**src/rtl/loba_mac_accum_if.sv**
```systemverilog
// Valid/ready bundle between a LOBA multiplier, the MAC accumulator and its result consumer.
interface loba_mac_accum_if #(
    parameter int PW  = 22,
    parameter int LEN = 16,
    parameter int AW  = 26,
    parameter int CW  = $clog2(LEN + 1)
);
    logic [PW-1:0] in_prod;
    logic          in_valid;
    logic          in_last;
    logic          in_ready;
    logic [AW-1:0] out_sum;
    logic [CW-1:0] out_count;
    logic          out_ovf;
    logic          out_valid;
    logic          out_ready;

    modport master (
        output in_prod, in_valid, in_last, out_ready,
        input  in_ready, out_sum, out_count, out_ovf, out_valid
    );

    modport slave (
        input  in_prod, in_valid, in_last, out_ready,
        output in_ready, out_sum, out_count, out_ovf, out_valid
    );
endinterface

```
**src/rtl/loba_mac_accum.sv**
```systemverilog
// Signed frame accumulator for LOBA products: sums up to LEN terms, returns sum/count/overflow.
module loba_mac_accum #(
    parameter int PW  = 22,
    parameter int LEN = 16,
    parameter int AW  = 26,
    parameter int CW  = $clog2(LEN + 1)
) (
    input  logic             clk,
    input  logic             rst_n,
    input  logic             clr,
    loba_mac_accum_if.slave  bus
);
    typedef enum logic {ACCUM = 1'b0, HOLD = 1'b1} state_t;

    state_t               state, state_nxt;
    logic signed [PW-1:0] prod_s;
    logic signed [AW-1:0] prod_ext;
    logic signed [AW-1:0] acc, sum_add, sum_q;
    logic [CW-1:0]        cnt, cnt_add, count_q;
    logic                 ovf, ovf_add, ovf_q;
    logic                 accept, close;

    function automatic logic add_overflow(input logic signed [AW-1:0] a,
                                          input logic signed [AW-1:0] b,
                                          input logic signed [AW-1:0] s);
        return (a[AW-1] == b[AW-1]) && (s[AW-1] != a[AW-1]);
    endfunction

    assign prod_s   = bus.in_prod;
    assign prod_ext = AW'(prod_s);
    assign sum_add  = acc + prod_ext;
    assign cnt_add  = cnt + CW'(1);
    assign ovf_add  = ovf | add_overflow(acc, prod_ext, sum_add);

    assign bus.in_ready = (state == ACCUM);
    assign accept       = bus.in_valid && bus.in_ready && !clr;
    // in_last on the LEN-th term still closes only once: both conditions share one close
    assign close        = accept && (bus.in_last || cnt == CW'(LEN - 1));

    always_comb begin
        state_nxt = state;
        case (state)
            ACCUM: if (close)         state_nxt = HOLD;
            HOLD:  if (bus.out_ready) state_nxt = ACCUM;
        endcase
        if (clr) state_nxt = ACCUM;
    end

    always_ff @(posedge clk or negedge rst_n) begin
        if (!rst_n) state <= ACCUM;
        else        state <= state_nxt;
    end

    // accumulate stage; result registers load with the post-add values of the closing term
    always_ff @(posedge clk or negedge rst_n) begin
        if (!rst_n) begin
            acc     <= '0;
            cnt     <= '0;
            ovf     <= 1'b0;
            sum_q   <= '0;
            count_q <= '0;
            ovf_q   <= 1'b0;
        end else if (clr) begin
            acc <= '0;
            cnt <= '0;
            ovf <= 1'b0;
        end else if (accept) begin
            acc <= sum_add;
            cnt <= cnt_add;
            ovf <= ovf_add;
            if (close) begin
                sum_q   <= sum_add;
                count_q <= cnt_add;
                ovf_q   <= ovf_add;
            end
        end else if (state == HOLD && bus.out_ready) begin
            acc <= '0;
            cnt <= '0;
            ovf <= 1'b0;
        end
    end

    assign bus.out_valid = (state == HOLD);
    assign bus.out_sum   = sum_q;
    assign bus.out_count = count_q;
    assign bus.out_ovf   = ovf_q;
endmodule

```
**src/flat_wrapper.sv**
```systemverilog
// flat-port wrapper written by rule: the top's interface ports become plain ports
module loba_mac_accum_flat 
#(
    parameter int PW  = 22,
    parameter int LEN = 16,
    parameter int AW  = 26,
    parameter int CW  = $clog2(LEN + 1)
)
  (clk, rst_n, clr, bus_in_prod, bus_in_valid, bus_in_last, bus_out_ready, bus_in_ready, bus_out_sum, bus_out_count, bus_out_ovf, bus_out_valid);
  loba_mac_accum_if #(.PW(PW), .LEN(LEN), .AW(AW), .CW(CW)) bus_i ();
  input  logic clk;
  input  logic rst_n;
  input  logic clr;
  input wire logic [$bits(bus_i.in_prod)-1:0] bus_in_prod;
  input wire logic [$bits(bus_i.in_valid)-1:0] bus_in_valid;
  input wire logic [$bits(bus_i.in_last)-1:0] bus_in_last;
  input wire logic [$bits(bus_i.out_ready)-1:0] bus_out_ready;
  output wire logic [$bits(bus_i.in_ready)-1:0] bus_in_ready;
  output wire logic [$bits(bus_i.out_sum)-1:0] bus_out_sum;
  output wire logic [$bits(bus_i.out_count)-1:0] bus_out_count;
  output wire logic [$bits(bus_i.out_ovf)-1:0] bus_out_ovf;
  output wire logic [$bits(bus_i.out_valid)-1:0] bus_out_valid;
  assign bus_i.in_prod = bus_in_prod;
  assign bus_i.in_valid = bus_in_valid;
  assign bus_i.in_last = bus_in_last;
  assign bus_i.out_ready = bus_out_ready;
  assign bus_in_ready = bus_i.in_ready;
  assign bus_out_sum = bus_i.out_sum;
  assign bus_out_count = bus_i.out_count;
  assign bus_out_ovf = bus_i.out_ovf;
  assign bus_out_valid = bus_i.out_valid;
  loba_mac_accum #(.PW(PW), .LEN(LEN), .AW(AW), .CW(CW)) u_core (.clk(clk), .rst_n(rst_n), .clr(clr), .bus(bus_i));
endmodule
```
**config.mk**
```make
export PLATFORM = sky130hd
export DESIGN_NAME = loba_mac_accum_flat
export DESIGN_NICKNAME = d
export VERILOG_FILES = /design/src/rtl/loba_mac_accum_if.sv /design/src/rtl/loba_mac_accum.sv /design/src/flat_wrapper.sv
export SDC_FILE = /design/constraint.sdc
export NUM_CORES = 1
export LEC_CHECK = 0
export ABC_CLOCK_PERIOD_IN_PS = 3300
export CORE_MARGIN = 3
export CORE_UTILIZATION = 55
export CTS_BUF_LIST = sky130_fd_sc_hd__clkbuf_2
export CTS_CLUSTER_SIZE = 28
export DETAILED_ROUTE_END_ITERATION = 8
export PLACE_DENSITY_LB_ADDON = 0.08
export SLEW_MARGIN = 20
export SYNTH_ARGS = -nofsm -noshare
export SYNTH_HDL_FRONTEND = slang
export SYNTH_SLANG_ARGS = --single-unit
```
**constraint.sdc**
```tcl
create_clock -name clk -period 3.3 [get_ports clk]
set_input_delay 0.66 -clock clk [delete_from_list [all_inputs] [get_ports clk]]
set_output_delay 0.66 -clock clk [all_outputs]
set_load 0.01 [all_outputs]
```
==> Word level (Yosys, flattened, before mapping) <==
Index checks and enable logic that the tools add are counted.
{ "op_classes": {"add_sub_neg": 2, "n_eq_ne": 3, "mux": 13, "bitwise": 3, "reduce_logical": 9} }
{ "op_table": {"columns": ["operator", "count"], "rows": [
  ["$mux 26", 3],
  ["$add 26x22->26", 1],
  ["$mux 5", 3],
  ["$mux 1", 6],
  ["$add 5x1->5 const B", 1],
  ["$eq 5x4->1 const B", 1],
  ["$logic_and 1x1->1", 5],
  ["$reduce_and 3->1", 1],
  ["$reduce_bool 3->1", 1],
  ["$not 1->1", 2],
  ["$pmux 1 s2", 1],
  ["$eq 1x1->1", 1],
  ["$logic_not 1->1", 1],
  ["$logic_or 1x1->1", 1],
  ["$ne 1x1->1", 1],
  ["$or 1x1->1", 1]
]} }
{ "totals": {"ff_bits": 65, "input_bits": 28, "output_inout_bits": 34, "elab_cells": 37} }

==> Longest topological paths before layout <==
{ "depth": {"word_depth": 7, "ltp_mapped": 11, "mapped_depth_nobuf": 11} }

==> Worst setup path after synthesis <==
OpenSTA, ideal clock, no wires.
{ "synth_path": {"path_type": "input -> register", "from": "in bus_in_prod[0]", "to": "reg u_core.sum_q[18], in the netlist u_core.bus.out_sum[18]", "arrival_time_ps": 2720, "required_time_ps": 3175, "setup_slack_ps": 456, "stages": 11, "cell_sequence": "ha_1 -> inv_1 -> fa_1 -> nor2b_1 -> o31a_1 -> o2111ai_1 -> a21oi_1 -> a31oi_1 -> o31ai_1 -> xor2_1 -> mux2_2"} }
{ "synth_via": {"elab_chain_len": 1} }
{ "synth_lines": {"columns": ["element", "line", "source"], "rows": [
  ["start: declaration", "flat_wrapper.sv:14", "input wire logic [$bits(bus_i.in_prod)-1:0] bus_in_prod;"],
  ["$add 26x22->26", "loba_mac_accum.sv:31", "assign sum_add = acc + prod_ext;"],
  ["end signal: assignment", "loba_mac_accum.sv:72", "sum_q <= sum_add;"],
  ["end: declaration", "loba_mac_accum.sv:18", "logic signed [AW-1:0] acc, sum_add, sum_q;"]
]} }
No other way between the ends.
A chain may end at the register's enable or synchronous reset.

==> Final worst setup path <==
{ "layout_path": {"from": "in bus_in_prod[0]", "to": "reg u_core.sum_q[20], in the netlist u_core.bus.out_sum[20]"} }
Same word-level chain as after synthesis.

==> reports/qor.yml <==
cp.required_ps: 3690
syn_avg_cell_area_sq_um: 9.553
endpoint: "u_core.bus.out_sum[20]"
total_power_w: 0.002792
core_area_sq_um: 6531
grtUsageTotal_pct: 24.25
maxSlewViolCount: 0
maxCapViolCount: 0
layout.cells.most_common_list: "nand2_1 (79), dfrtp_1 (65), clkdlybuf4s50_1 (60), ha_1 (27), buf_4 (27)"
drt_iter0_markers: 163
synth-edff-count: 0
grt_pass1_wl_mm: 14.96
worst_ep_arrival_time_ps: 3350
gp_congestion: 0.8574
cp_slowest_cell: "nor3_1"
ys_seq_area_share_pct: 42.89
viasPerCell: 5.745
crit_chain: "clkdlybuf4s50_1 > ha_1 > inv_1 > fa_1 > nor2b_1 > o31a_1 > o211ai_1 > a21oi_1 > nor3_1 > o21ai_0 > xor2_1 > mux2_2"
final_nets: 535
row_count: 29
ys_ff_latch: 65
finalCriticalPeriod_ps: 2956
cts_tree: "built"
maxSlewHeadroom_pct: 39.64
final-seq-area_sq_um: 1627
hpwl_mm: 6.240
end_kind: "register"
multi_input_area_sq_um: 2067
grt_pass1_vias: 3262
path_class: "primary input to register"
clk_latency_ps: 510
synth_top_family_by_area: "compound AO/OA/AOI/OAI gates"
fin_tns_setup_ps: 0
grt-ovfl-total: 0
numCtsBuffers: 9
antenna_left: 0
synth_compound_area_share_pct: 22.07
pre_cts_ws_ps: -167.0
synthAdderAreaFrac_pct: 9.436
critical_path.startpoint: "bus_in_prod[0]"
r2r_cells: 11
drc: 0
r2r-end: "u_core.bus.out_sum[20]"
initial_core_util_pct: 58.07
synth_mux_area_share_pct: 2.309
synthFlopType: "dfrtp_1"
clock_path_buffers: 2
die_height_um: 89.04
fin_skew_ps: 27.47
cts_htree_levels: 3
ctsHoldBuffers: 0
mostFrequentLayoutCell: "nand2_1"
antenna_found_initial: 0
synthXorXnorAreaFrac_pct: 5.675
cp_slowest_stage_delay_ps: 480
synth-simple-area-share_pct: 14.81
rrSetupSlack_ps: 500
start_kind: "primary input"
power.ir.vdd_worst_v: 0.0003775
path_clk_slew_ps: 210
postCtsResizedCells: 0
postCtsSetupBuffers: 0
finalSetupViolations: 0
syn_nets: 453
num_vias: 3223
timing.rr.start: "u_core.acc[0]"
antenna_cells: 0
hold_path_class: "primary input to asynchronous set/reset pin"
setup_slack_ps: 343.6
dr.pass1.iters: 4
tightestPinTransition_ps: 905.4
rsz0062_at_grt: "false"
syn_inst: 397
fmax_mhz: 338.3
power_leakage_nw: 2.338
post-route-period-util_pct: 89.59
synthArstFlopShare_pct: 100.0
io_pins: 62
ctsRootBufferMaster: "clkbuf_2"
die_area_sq_um: 7927
yosysWarnings: 0
area_growth_pct: 26.03
fillers: 512
io_buffers: 61
powerDensity_nw_per_um2: 584.1
mappedNetlistArea_sq_um: 3792
routed_wirelength_mm: 8.961
drive_gt1_share_pct: 11.98
yosysUniqueCellTypes: 50
grt_max_degree: 42
finalHoldViolCount: 0
dieWidth_um: 89.04
wl_per_cell_um: 15.97
status: "finished clean"
cts_sinks: 65
path_max_fanout: 4
==> Yosys cell counts (all sizes together), types with 3 or more instances <==
master / instances / area share [%]
xor2: 9 / 2.1
ha: 27 / 8.9
nor2: 19 / 1.9
nor3: 5 / 0.66
a211oi: 3 / 0.59
clkbuf: 15 / 1.5
dfrtp: 65 / 43
o21ai: 27 / 3.7
a21oi: 20 / 2.6
nand2b: 5 / 0.82
mux2: 6 / 1.8
and2: 3 / 0.49
nand3: 4 / 0.53
o21a: 4 / 0.79
a31oi: 5 / 1.6
and3: 5 / 0.82
inv: 11 / 1.1
a22o: 23 / 5.3
o211ai: 4 / 0.79
nand2: 79 / 7.8
a21o: 13 / 2.6
xnor2: 13 / 3.0
==> power by group <==
part / total, W / internal [W] / switching [W]
Combinational: 0.00115 / 0.000599 / 0.000550
Sequential: 0.00107 / 0.000968 / 0.000103
Clock: 0.000572 / 0.000250 / 0.000322
Total: 0.00279 / 0.00182 / 0.000974
==> cell type report <==
type                            instances  share of cell area, %
Multi-Input combinational cell        304                  43.25
Clock inverter                          7                  1.990
Timing Repair Buffer                   88                  16.91
Inverter                               11                 0.8639
Clock buffer                            9                 0.9424
Sequential cell                        65                  34.03
Tap cell                               77                  2.016
==> critical path, delay by kind of cell <==
family	cells	cell delay [ps]
compound gates	4	790
simple gates	2	540
buf+inv	2	490
xor+xnor	1	180
mux	1	270
fa+ha+maj	2	420
==> cells by family (layout without fill, tap and decap cells) <==
group | count (synthesis) | count (layout)
AOI/OAI and AO/OA | 116 | 116
xor gates and xnor gates | 23 | 23
adders and majority gates | 28 | 28
buffers and inverters | 28 | 115
DFF | 65 | 65
muxes | 8 | 8
and+or+nand+nor | 129 | 129
==> registers in the layout (all words and copies together) (netlist names) <==
register	cells
u_core.acc	26
u_core.bus.out_count	5
u_core.bus.out_sum	26
u_core.bus.out_ovf	1
u_core.bus.out_valid	1
u_core.cnt	5
u_core.ovf	1
==> metrics by stage <==
step	hold WS, ps	instances	utilization, %	cell area [sq um]
2_1_floorplan	364.4	397	-	3792
3_3_place_gp	456.7	545	71.03	4639
3_5_place_dp	461.4	545	71.03	4639
4_1_cts	251.8	561	73.18	4780
5_1_grt	293.9	561	73.18	4780
6_report	250.9	561	73.18	4780
==> layer usage <==
layer  wire [um]  global-route usage [%]
met4         168                   9.066
met3         406                   3.134
met1        4088                   31.77
met5           0                       0
met2        4297                   41.16
==> worst min path at each step <==
stage	slack [ps]	endpoint	cells after the start
after floorplan	360	u_core.acc[0]	0
after global placement	460	u_core.bus.out_sum[3]	2
after detailed placement	460	u_core.bus.out_sum[6]	2
after CTS	250	u_core.acc[5]	1
after global routing	290	u_core.bus.out_sum[6]	1
final	250	u_core.acc[9]	1
No activity file was read; power rests on OpenSTA's default activity.
